$ cat config.mk
export PLATFORM = sky130hd
export DESIGN_NAME = sar_search_ctrl_flat
export DESIGN_NICKNAME = d
export VERILOG_FILES = /design/src/rtl/sar_search_ctrl_if.sv /design/src/rtl/sar_search_ctrl.sv /design/src/flat_wrapper.sv
export SDC_FILE = /design/constraint.sdc
export NUM_CORES = 1
export LEC_CHECK = 0
export CORE_UTILIZATION = 40
export CTS_CLUSTER_SIZE = 12
export DETAILED_ROUTE_END_ITERATION = 10
export HOLD_SLACK_MARGIN = 0.03
export PLACE_DENSITY = 0.65
export SYNTH_ARGS = -nofsm -noshare
export SYNTH_HDL_FRONTEND = slang
export SYNTH_SLANG_ARGS = --single-unit
$ cat constraint.sdc
create_clock -name clk -period 2.2 [get_ports clk]
set_clock_uncertainty 0.15 [all_clocks]
set_input_delay 0.66 -clock clk [delete_from_list [all_inputs] [get_ports clk]]
set_output_delay 0.66 -clock clk [all_outputs]
set_load 0.05 [all_outputs]
$ cat src/rtl/sar_search_ctrl_if.sv
// Handshake bundle between the SAR search controller and its environment
// (start request, comparator flags in, trial/result/status out).
interface sar_search_ctrl_if #(
    parameter int WIDTH = 4
);
    localparam int SW = $clog2(WIDTH) + 1;

    logic             start;
    logic             aeqb;
    logic             agtb;
    logic             altb;
    logic [WIDTH-1:0] trial;
    logic             busy;
    logic             done;
    logic             found;
    logic             error;
    logic [WIDTH-1:0] result;
    logic [SW-1:0]    steps;

    // Controller side: consumes start and comparator flags, drives trial and status.
    modport master (
        input  start, aeqb, agtb, altb,
        output trial, busy, done, found, error, result, steps
    );

    // Environment side: requester plus the comparator that sees trial on its B input.
    modport slave (
        output start, aeqb, agtb, altb,
        input  trial, busy, done, found, error, result, steps
    );
endinterface

$ cat src/rtl/sar_search_ctrl.sv
// Successive-approximation search over an external magnitude comparator, one probe per clock.
// Optional feature: define SAR_SEARCH_EARLY_EXIT_EN to stop on the first aeqb probe.
module sar_search_ctrl #(
    parameter int WIDTH = 4
) (
    input  logic                  clk,
    input  logic                  rst_n,
    sar_search_ctrl_if.master     sar
);
    localparam int SW = $clog2(WIDTH) + 1;
    localparam int KW = (WIDTH > 1) ? $clog2(WIDTH) : 1;

    localparam logic [WIDTH-1:0] MSB_TRIAL = {1'b1, {(WIDTH-1){1'b0}}};
    localparam logic [KW-1:0]    K_START   = KW'(WIDTH - 1);
    localparam logic [KW-1:0]    K_ONE     = KW'(1);
    localparam logic [SW-1:0]    STEP_ONE  = SW'(1);

    typedef enum logic {
        IDLE  = 1'b0,
        PROBE = 1'b1
    } state_t;

    state_t           state_q, state_n;
    logic [WIDTH-1:0] trial_q, trial_n;
    logic [WIDTH-1:0] result_q, result_n;
    logic [KW-1:0]    k_q, k_n;
    logic [SW-1:0]    steps_q, steps_n;
    logic             found_q, found_n;
    logic             error_q, error_n;
    logic             done_q, done_n;
    logic [WIDTH-1:0] probe_next;
    logic             flags_onehot;

    assign flags_onehot = ( sar.aeqb & ~sar.agtb & ~sar.altb) |
                          (~sar.aeqb &  sar.agtb & ~sar.altb) |
                          (~sar.aeqb & ~sar.agtb &  sar.altb);

    always_ff @(posedge clk or negedge rst_n) begin
        if (!rst_n) begin
            state_q  <= IDLE;
            trial_q  <= '0;
            result_q <= '0;
            k_q      <= '0;
            steps_q  <= '0;
            found_q  <= 1'b0;
            error_q  <= 1'b0;
            done_q   <= 1'b0;
        end else begin
            state_q  <= state_n;
            trial_q  <= trial_n;
            result_q <= result_n;
            k_q      <= k_n;
            steps_q  <= steps_n;
            found_q  <= found_n;
            error_q  <= error_n;
            done_q   <= done_n;
        end
    end

    always_comb begin
        state_n    = state_q;
        trial_n    = trial_q;
        result_n   = result_q;
        k_n        = k_q;
        steps_n    = steps_q;
        found_n    = found_q;
        error_n    = error_q;
        done_n     = 1'b0;
        probe_next = trial_q;

        unique case (state_q)
            IDLE: begin
                if (sar.start) begin
                    trial_n = MSB_TRIAL;
                    k_n     = K_START;
                    steps_n = '0;
                    found_n = 1'b0;
                    error_n = 1'b0;
                    state_n = PROBE;
                end
            end

            PROBE: begin
                steps_n = steps_q + STEP_ONE;
                if (!flags_onehot) begin
                    error_n  = 1'b1;
                    found_n  = 1'b0;
                    result_n = trial_q;
                    done_n   = 1'b1;
                    state_n  = IDLE;
                end
`ifdef SAR_SEARCH_EARLY_EXIT_EN
                else if (sar.aeqb) begin
                    result_n = trial_q;
                    found_n  = 1'b1;
                    done_n   = 1'b1;
                    state_n  = IDLE;
                end
`endif
                else begin
                    // A below the trial means bit k overshoots; equality keeps it (A >= trial).
                    if (sar.altb) begin
                        probe_next[k_q] = 1'b0;
                    end
                    if (k_q == '0) begin
                        result_n = probe_next;
                        found_n  = 1'b1;
                        done_n   = 1'b1;
                        state_n  = IDLE;
                    end else begin
                        trial_n              = probe_next;
                        trial_n[k_q - K_ONE] = 1'b1;
                        k_n                  = k_q - K_ONE;
                    end
                end
            end

            default: state_n = IDLE;
        endcase
    end

    assign sar.trial  = trial_q;
    assign sar.busy   = (state_q == PROBE);
    assign sar.done   = done_q;
    assign sar.found  = found_q;
    assign sar.error  = error_q;
    assign sar.result = result_q;
    assign sar.steps  = steps_q;
endmodule

$ cat src/flat_wrapper.sv
// flat-port wrapper written by rule: the top's interface ports become plain ports
module sar_search_ctrl_flat 
#(
    parameter int WIDTH = 4
)
  (clk, rst_n, sar_start, sar_aeqb, sar_agtb, sar_altb, sar_trial, sar_busy, sar_done, sar_found, sar_error, sar_result, sar_steps);
  sar_search_ctrl_if #(.WIDTH(WIDTH)) sar_i ();
  input  logic clk;
  input  logic rst_n;
  input wire logic [$bits(sar_i.start)-1:0] sar_start;
  input wire logic [$bits(sar_i.aeqb)-1:0] sar_aeqb;
  input wire logic [$bits(sar_i.agtb)-1:0] sar_agtb;
  input wire logic [$bits(sar_i.altb)-1:0] sar_altb;
  output wire logic [$bits(sar_i.trial)-1:0] sar_trial;
  output wire logic [$bits(sar_i.busy)-1:0] sar_busy;
  output wire logic [$bits(sar_i.done)-1:0] sar_done;
  output wire logic [$bits(sar_i.found)-1:0] sar_found;
  output wire logic [$bits(sar_i.error)-1:0] sar_error;
  output wire logic [$bits(sar_i.result)-1:0] sar_result;
  output wire logic [$bits(sar_i.steps)-1:0] sar_steps;
  assign sar_i.start = sar_start;
  assign sar_i.aeqb = sar_aeqb;
  assign sar_i.agtb = sar_agtb;
  assign sar_i.altb = sar_altb;
  assign sar_trial = sar_i.trial;
  assign sar_busy = sar_i.busy;
  assign sar_done = sar_i.done;
  assign sar_found = sar_i.found;
  assign sar_error = sar_i.error;
  assign sar_result = sar_i.result;
  assign sar_steps = sar_i.steps;
  sar_search_ctrl #(.WIDTH(WIDTH)) u_core (.clk(clk), .rst_n(rst_n), .sar(sar_i));
endmodule
==> results of run 1 <==
## sequential cells by signal (all words and copies together) (netlist names)
| register | cells |
|---|---|
| u_core.sar.steps | 3 |
| u_core.sar.found | 1 |
| u_core.sar.error | 1 |
| u_core.sar.done | 1 |
| u_core.sar.busy | 1 |
| u_core.sar.trial | 4 |
| u_core.sar.result | 4 |
| u_core.k_q | 2 |
## routing by layer
layer / vias to the layer above / routed length (um)
met5: - / 0
met4: 0 / 21
met3: 4 / 70
met2: 18 / 793
met1: 309 / 796
li1: 325 / -
## worst max-delay path, stage by stage
cell             delay (ns)
clkdlybuf4s50_1        0.58
xor2_2                 0.17
o21ai_1                0.10
o21ai_2                0.29
mux2_1                 0.36
## synth_stat cells, drive strengths merged
library cell	n	share of area [%]
mux2i	1	1.2
nand3	1	0.59
a221o	2	2.3
xor2	2	2.1
ha	8	12
mux2	4	5.3
and3	2	1.5
a22o	3	3.1
a21oi	3	1.8
buf	2	1.9
a21o	1	0.88
nand2	3	1.3
o211a	1	1.2
dfrtp	17	50
a31oi	2	1.5
nor2b	2	1.5
o31a	2	2.1
nand2b	1	0.73
nor3	2	1.2
nor2	6	2.9
inv	6	2.6
o21ai	4	2.8
## area by class of cell
type	instances	area share, %
multi-input cells	50	34.83
repair buffers	28	20.74
flip-flops and latches	17	37.12
inverters	6	1.965
clock buffers	3	1.965
well taps	27	2.948
clock inverters	1	0.4367
## through the flow
stage                     total power [W]  area (um2)  setup WS (ns)  std cells
after global placement           0.001458        1105        -0.1628        128
final                            0.001627        1146        0.07480        132
after global routing             0.001744        1146        0.01928        132
after CTS                        0.001643        1132        0.08048        132
after floorplan                  0.001172       852.1         0.3048         75
after detailed placement         0.001472        1105        -0.2224        128
## power by group through the flow
stage / registers, W / logic, W / clock network [W]
after CTS: 0.000557 / 0.000910 / 0.000175
final: 0.000555 / 0.000901 / 0.000171
after global placement: 0.000559 / 0.000898 / 0
after floorplan: 0.000896 / 0.000276 / 0
after global routing: 0.000577 / 0.000973 / 0.000194
after detailed placement: 0.000563 / 0.000909 / 0
## what timing repair did
| item | 4_1_cts | 5_1_grt |
|---|---|---|
| setup endpoints to repair | 0 | 4 |
| resized for setup | 0 | 3 |
| endpoints found under the hold margin | 0 | 0 |
| buffers inserted | 0 | 0 |
## final timing paths
| path | from | end | depth (start not counted) |
|---|---|---|---|
| setup / recovery | sar_aeqb | u_core.sar.result[0] | 5 |
| hold / removal | u_core.sar.result[3] | u_core.sar.result[3] | 1 |
| setup reg to reg | u_core.k_q[0] | u_core.sar.trial[1] | 6 |
| hold reg to reg | u_core.sar.result[3] | u_core.sar.result[3] | 1 |
| max in group asynchronous | rst_n | u_core.sar.trial[2] | 2 |
| min in group asynchronous | rst_n | u_core.sar.steps[2] | 2 |
## cell families after synthesis
logic type / after synthesis
AOI/OAI and AO/OA: 18
xor gates and xnor gates: 2
adders and majority gates: 8
buffers and inverters: 8
DFF: 17
muxes: 5
and+or+nand+nor: 17
==> results.cfg, run 1 <==
[clock_tree]
cts_sinks = 17
root_buffer = clkbuf_4
cts_hold_buffers = 0
clock_path_buffers = 2
clkTransAtPathRegs_ns = 0.11
insertion_delay_ns = 0.29
h-tree-depth = 1
numCtsBuffers = 3
cts_tree = done

[synthesis]
yosysSeqAreaShare_pct = 49.93
synth_mux_area_share_pct = 6.461
synth_cells = 75
syn_avg_cell_area_um2 = 11.36
synth_top_family_by_area = compound AO/OA/AOI/OAI gates
yosys.area_share.xor_xnor_pct = 2.056
syn_area_um2 = 852.1
yosys_register_bits = 17
yosys.area_share.simple_pct = 9.692
yosys.area_share.adder_pct = 11.75
synth_compound_area_share_pct = 15.57
ys_types = 26
yosys_warnings = 0
syn-num-nets = 89

[global_route]
antenna_found_initial = 0
grt_pass1_vias = 577
grt_start_max_net_pins = 18
grt_pass1_wl_mm = 2.573
grt-ovfl-total = 0
grt.total_usage_pct = 16.63
gr-usage-met2_pct = 24.80
use_met1_pct = 23.60
busiest_layer = met2
grtUsageMet3_pct = 3.333

[routing]
antenna_left = 0
via_per_inst = 4.970
drt_iter0_markers = 7
vias = 656
drt-total-wl_mm = 1.681
drc = 0
avgRoutedWirePerCell_um = 12.73
drt_first_pass_iters = 4

[sta]
timing.final.max_slew_violations = 0
tns_ns = 0
period_needed_ns = 2.125
relSlewSlack_pct = 74.49
tightest_slew_ns = 0.3827
rsz0062_at_grt = no
hold_violations = 0
fmax_ghz = 0.4705
whs_ns = 0.3531
min_period_over_period_pct = 96.60
setup_viol = 0

[floorplanning]
initial_utilization_pct = 42.99
die_h_um = 48.16
io_pins = 21
dieArea_mm2 = 0.002319
core_mm2 = 0.001982
rows = 16
die_w_um = 48.16

[finish]
drive_above_1_share_pct = 29.52
regArea_um2 = 425.4
num-nets-final = 120
area_growth_pct = 34.51
multiInputGateArea_um2 = 399.1
final_common_cell = buf_4
n_antenna_cell = 0
layout_common_cells = 22 x buf_4, 17 x dfrtp_1, 8 x ha_1
fin_util_pct = 57.83
fillers = 178

[power_and_ir_drop]
pwr-share-clk_pct = 10.5
pwr-share-comb_pct = 55.4
p_seq_share_pct = 34.1
p_int_w = 0.0008279
leakagePower_nw = 0.6000
cellPowerDensity_mw_per_mm2 = 1419
power.switching_w = 0.0007988
irDropWorstVdd_mv = 0.7739
swShare_pct = 49.10

[placed_design]
numPortBuffers = 20
routabilityCongestion = 0.7917
hpwl_mm = 1.254

[setup_path]
required_ns = 2.24
worstPathMaxFanout = 5
arrival_ns = 2.17
crit_type = primary input to flop
r2r_slack_ns = 0.29
cp-start-kind = primary input
end_kind = flop

[job]
drv_cap = 0

[status]
status = finished, final reports clean

[worst_hold_path]
hold_class = flop to flop
No activity file was read; power rests on OpenSTA's default activity.
==> run 2, diff against run 1 <==
- clock period: 2.2 -> 2.17 ns (I/O delays scaled with it)
==> results.cfg, run 2 (synthesis gave the netlist of run 1 again) <==
[clock_tree]
insertion_delay_ns = 0.29
post_cts_buffers = 0
cts_tree = done
root_buffer = clkbuf_4
cts_sinks = 17
numCtsBuffers = 3
clkTransAtPathRegs_ns = 0.11
h-tree-depth = 1
clock_path_buffers = 2

[placed_design]
place_ws_ns = -0.2569
routabilityCongestion = 0.7918
numPortBuffers = 20
hpwl_mm = 1.293

[global_route]
grt_pass1_vias = 557
antenna_found_initial = 0
grt.total_usage_pct = 15.87
grt_pass1_wl_mm = 2.477
grt_start_max_net_pins = 18
grt-ovfl-total = 0

[sta]
min_period_over_period_pct = 90.08
period_needed_ns = 1.955
hold_violations = 0
setup_viol = 0
rsz0062_at_grt = no
tightest_slew_ns = 0.3794
timing.final.max_slew_violations = 0
setup_ws_ns = 0.2152
relSlewSlack_pct = 74.71
fmax_ghz = 0.5116

[setup_path]
crit_start = sar_altb
reg2reg_from = u_core.k_q[0]
rr_endpoint = u_core.sar.trial[2]
required_ns = 2.20
arrival_ns = 1.99
reg2reg_depth = 6
cp-start-kind = primary input
end_kind = flop
worstPathMaxFanout = 5
endpoint = u_core.sar.result[0]
crit_type = primary input to flop
r2r_slack_ns = 0.22

[worst_hold_path]
hold_class = flop to flop

[finish]
drive_above_1_share_pct = 29.52
num-nets-final = 120
n_antenna_cell = 0
layout_common_cells = 22 x buf_4, 17 x dfrtp_1, 8 x ha_1
fillers = 168
area_growth_pct = 34.80
final_common_cell = buf_4

[floorplanning]
core_mm2 = 0.001982
die_w_um = 48.16
initial_utilization_pct = 42.99
dieArea_mm2 = 0.002319
die_h_um = 48.16
io_pins = 21
rows = 16

[power_and_ir_drop]
leakagePower_nw = 0.6091
irDropWorstVdd_mv = 0.7482
power_w = 0.001652
cellPowerDensity_mw_per_mm2 = 1438

[routing]
drt_iter0_markers = 2
avgRoutedWirePerCell_um = 12.73
vias = 649
via_per_inst = 4.917
drt-total-wl_mm = 1.680
drt_first_pass_iters = 4
antenna_left = 0
drc = 0

[status]
status = finished, final reports clean

[job]
drv_cap = 0
==> run 2: per-layer routing <==
metal	GRT usage [%]	routed length [um]
met1	20.09	772
met2	27.20	821
met3	2.963	74
met4	5.000	11
met5	0	0
==> run 2: critical path, cell delays in order <==
cell,delay (ns)
clkdlybuf4s50_1,0.48
o21ai_2,0.10
o21ai_1,0.11
o21ai_2,0.28
mux2_1,0.36
==> run 2: through the flow <==
| stage | util, % | cell area (um2) | std cells | setup TNS [ns] | hold slack [ns] |
|---|---|---|---|---|---|
| finish | 57.95 | 1149 | 132 | 0 | 0.3536 |
| global route | 57.95 | 1149 | 132 | 0 | 0.3878 |
| CTS | 57.13 | 1132 | 132 | 0 | 0.3586 |
| detailed placement | 55.74 | 1105 | 128 | -1.784 | 0.3336 |
| global placement | 55.74 | 1105 | 128 | -1.282 | 0.3289 |
| floorplan | - | 852.1 | 75 | 0 | 0.2054 |
==> run 2: area by class of cell <==
cell class              instances  area, um2  area share, %
clock buffers                   3      22.52          1.961
clock inverters                 1      5.005         0.4357
repair buffers                 28      240.2          20.92
well taps                      27      33.78          2.941
flip-flops and latches         17      425.4          37.04
multi-input cells              50      399.1          34.75
inverters                       6      22.52          1.961
==> run 2: what timing repair did <==
| action | CTS | global route |
|---|---|---|
| gates resized for setup | 0 | 4 |
| endpoints found under the setup margin | 0 | 4 |
| endpoints found under the hold margin | 0 | 0 |
| hold buffers | 0 | 0 |
==> run 2: worst min path at each step <==
stage,start,to,slack [ns],cells past startpoint
2_1_floorplan,rst_n,u_core.k_q[0],0.21,0
6_report,u_core.sar.result[3],u_core.sar.result[3],0.35,1
3_3_place_gp,u_core.sar.result[3],u_core.sar.result[3],0.33,1
4_1_cts,u_core.sar.result[3],u_core.sar.result[3],0.36,1
5_1_grt,u_core.sar.error,u_core.sar.error,0.39,2
3_5_place_dp,u_core.sar.result[3],u_core.sar.result[3],0.33,1
==> run 2: where the power goes <==
part	switching [W]	total [W]	internal, W
logic	0.000585	0.000918	0.000333
clock network	0.000102	0.000170	0.0000684
registers	0.000124	0.000563	0.000439
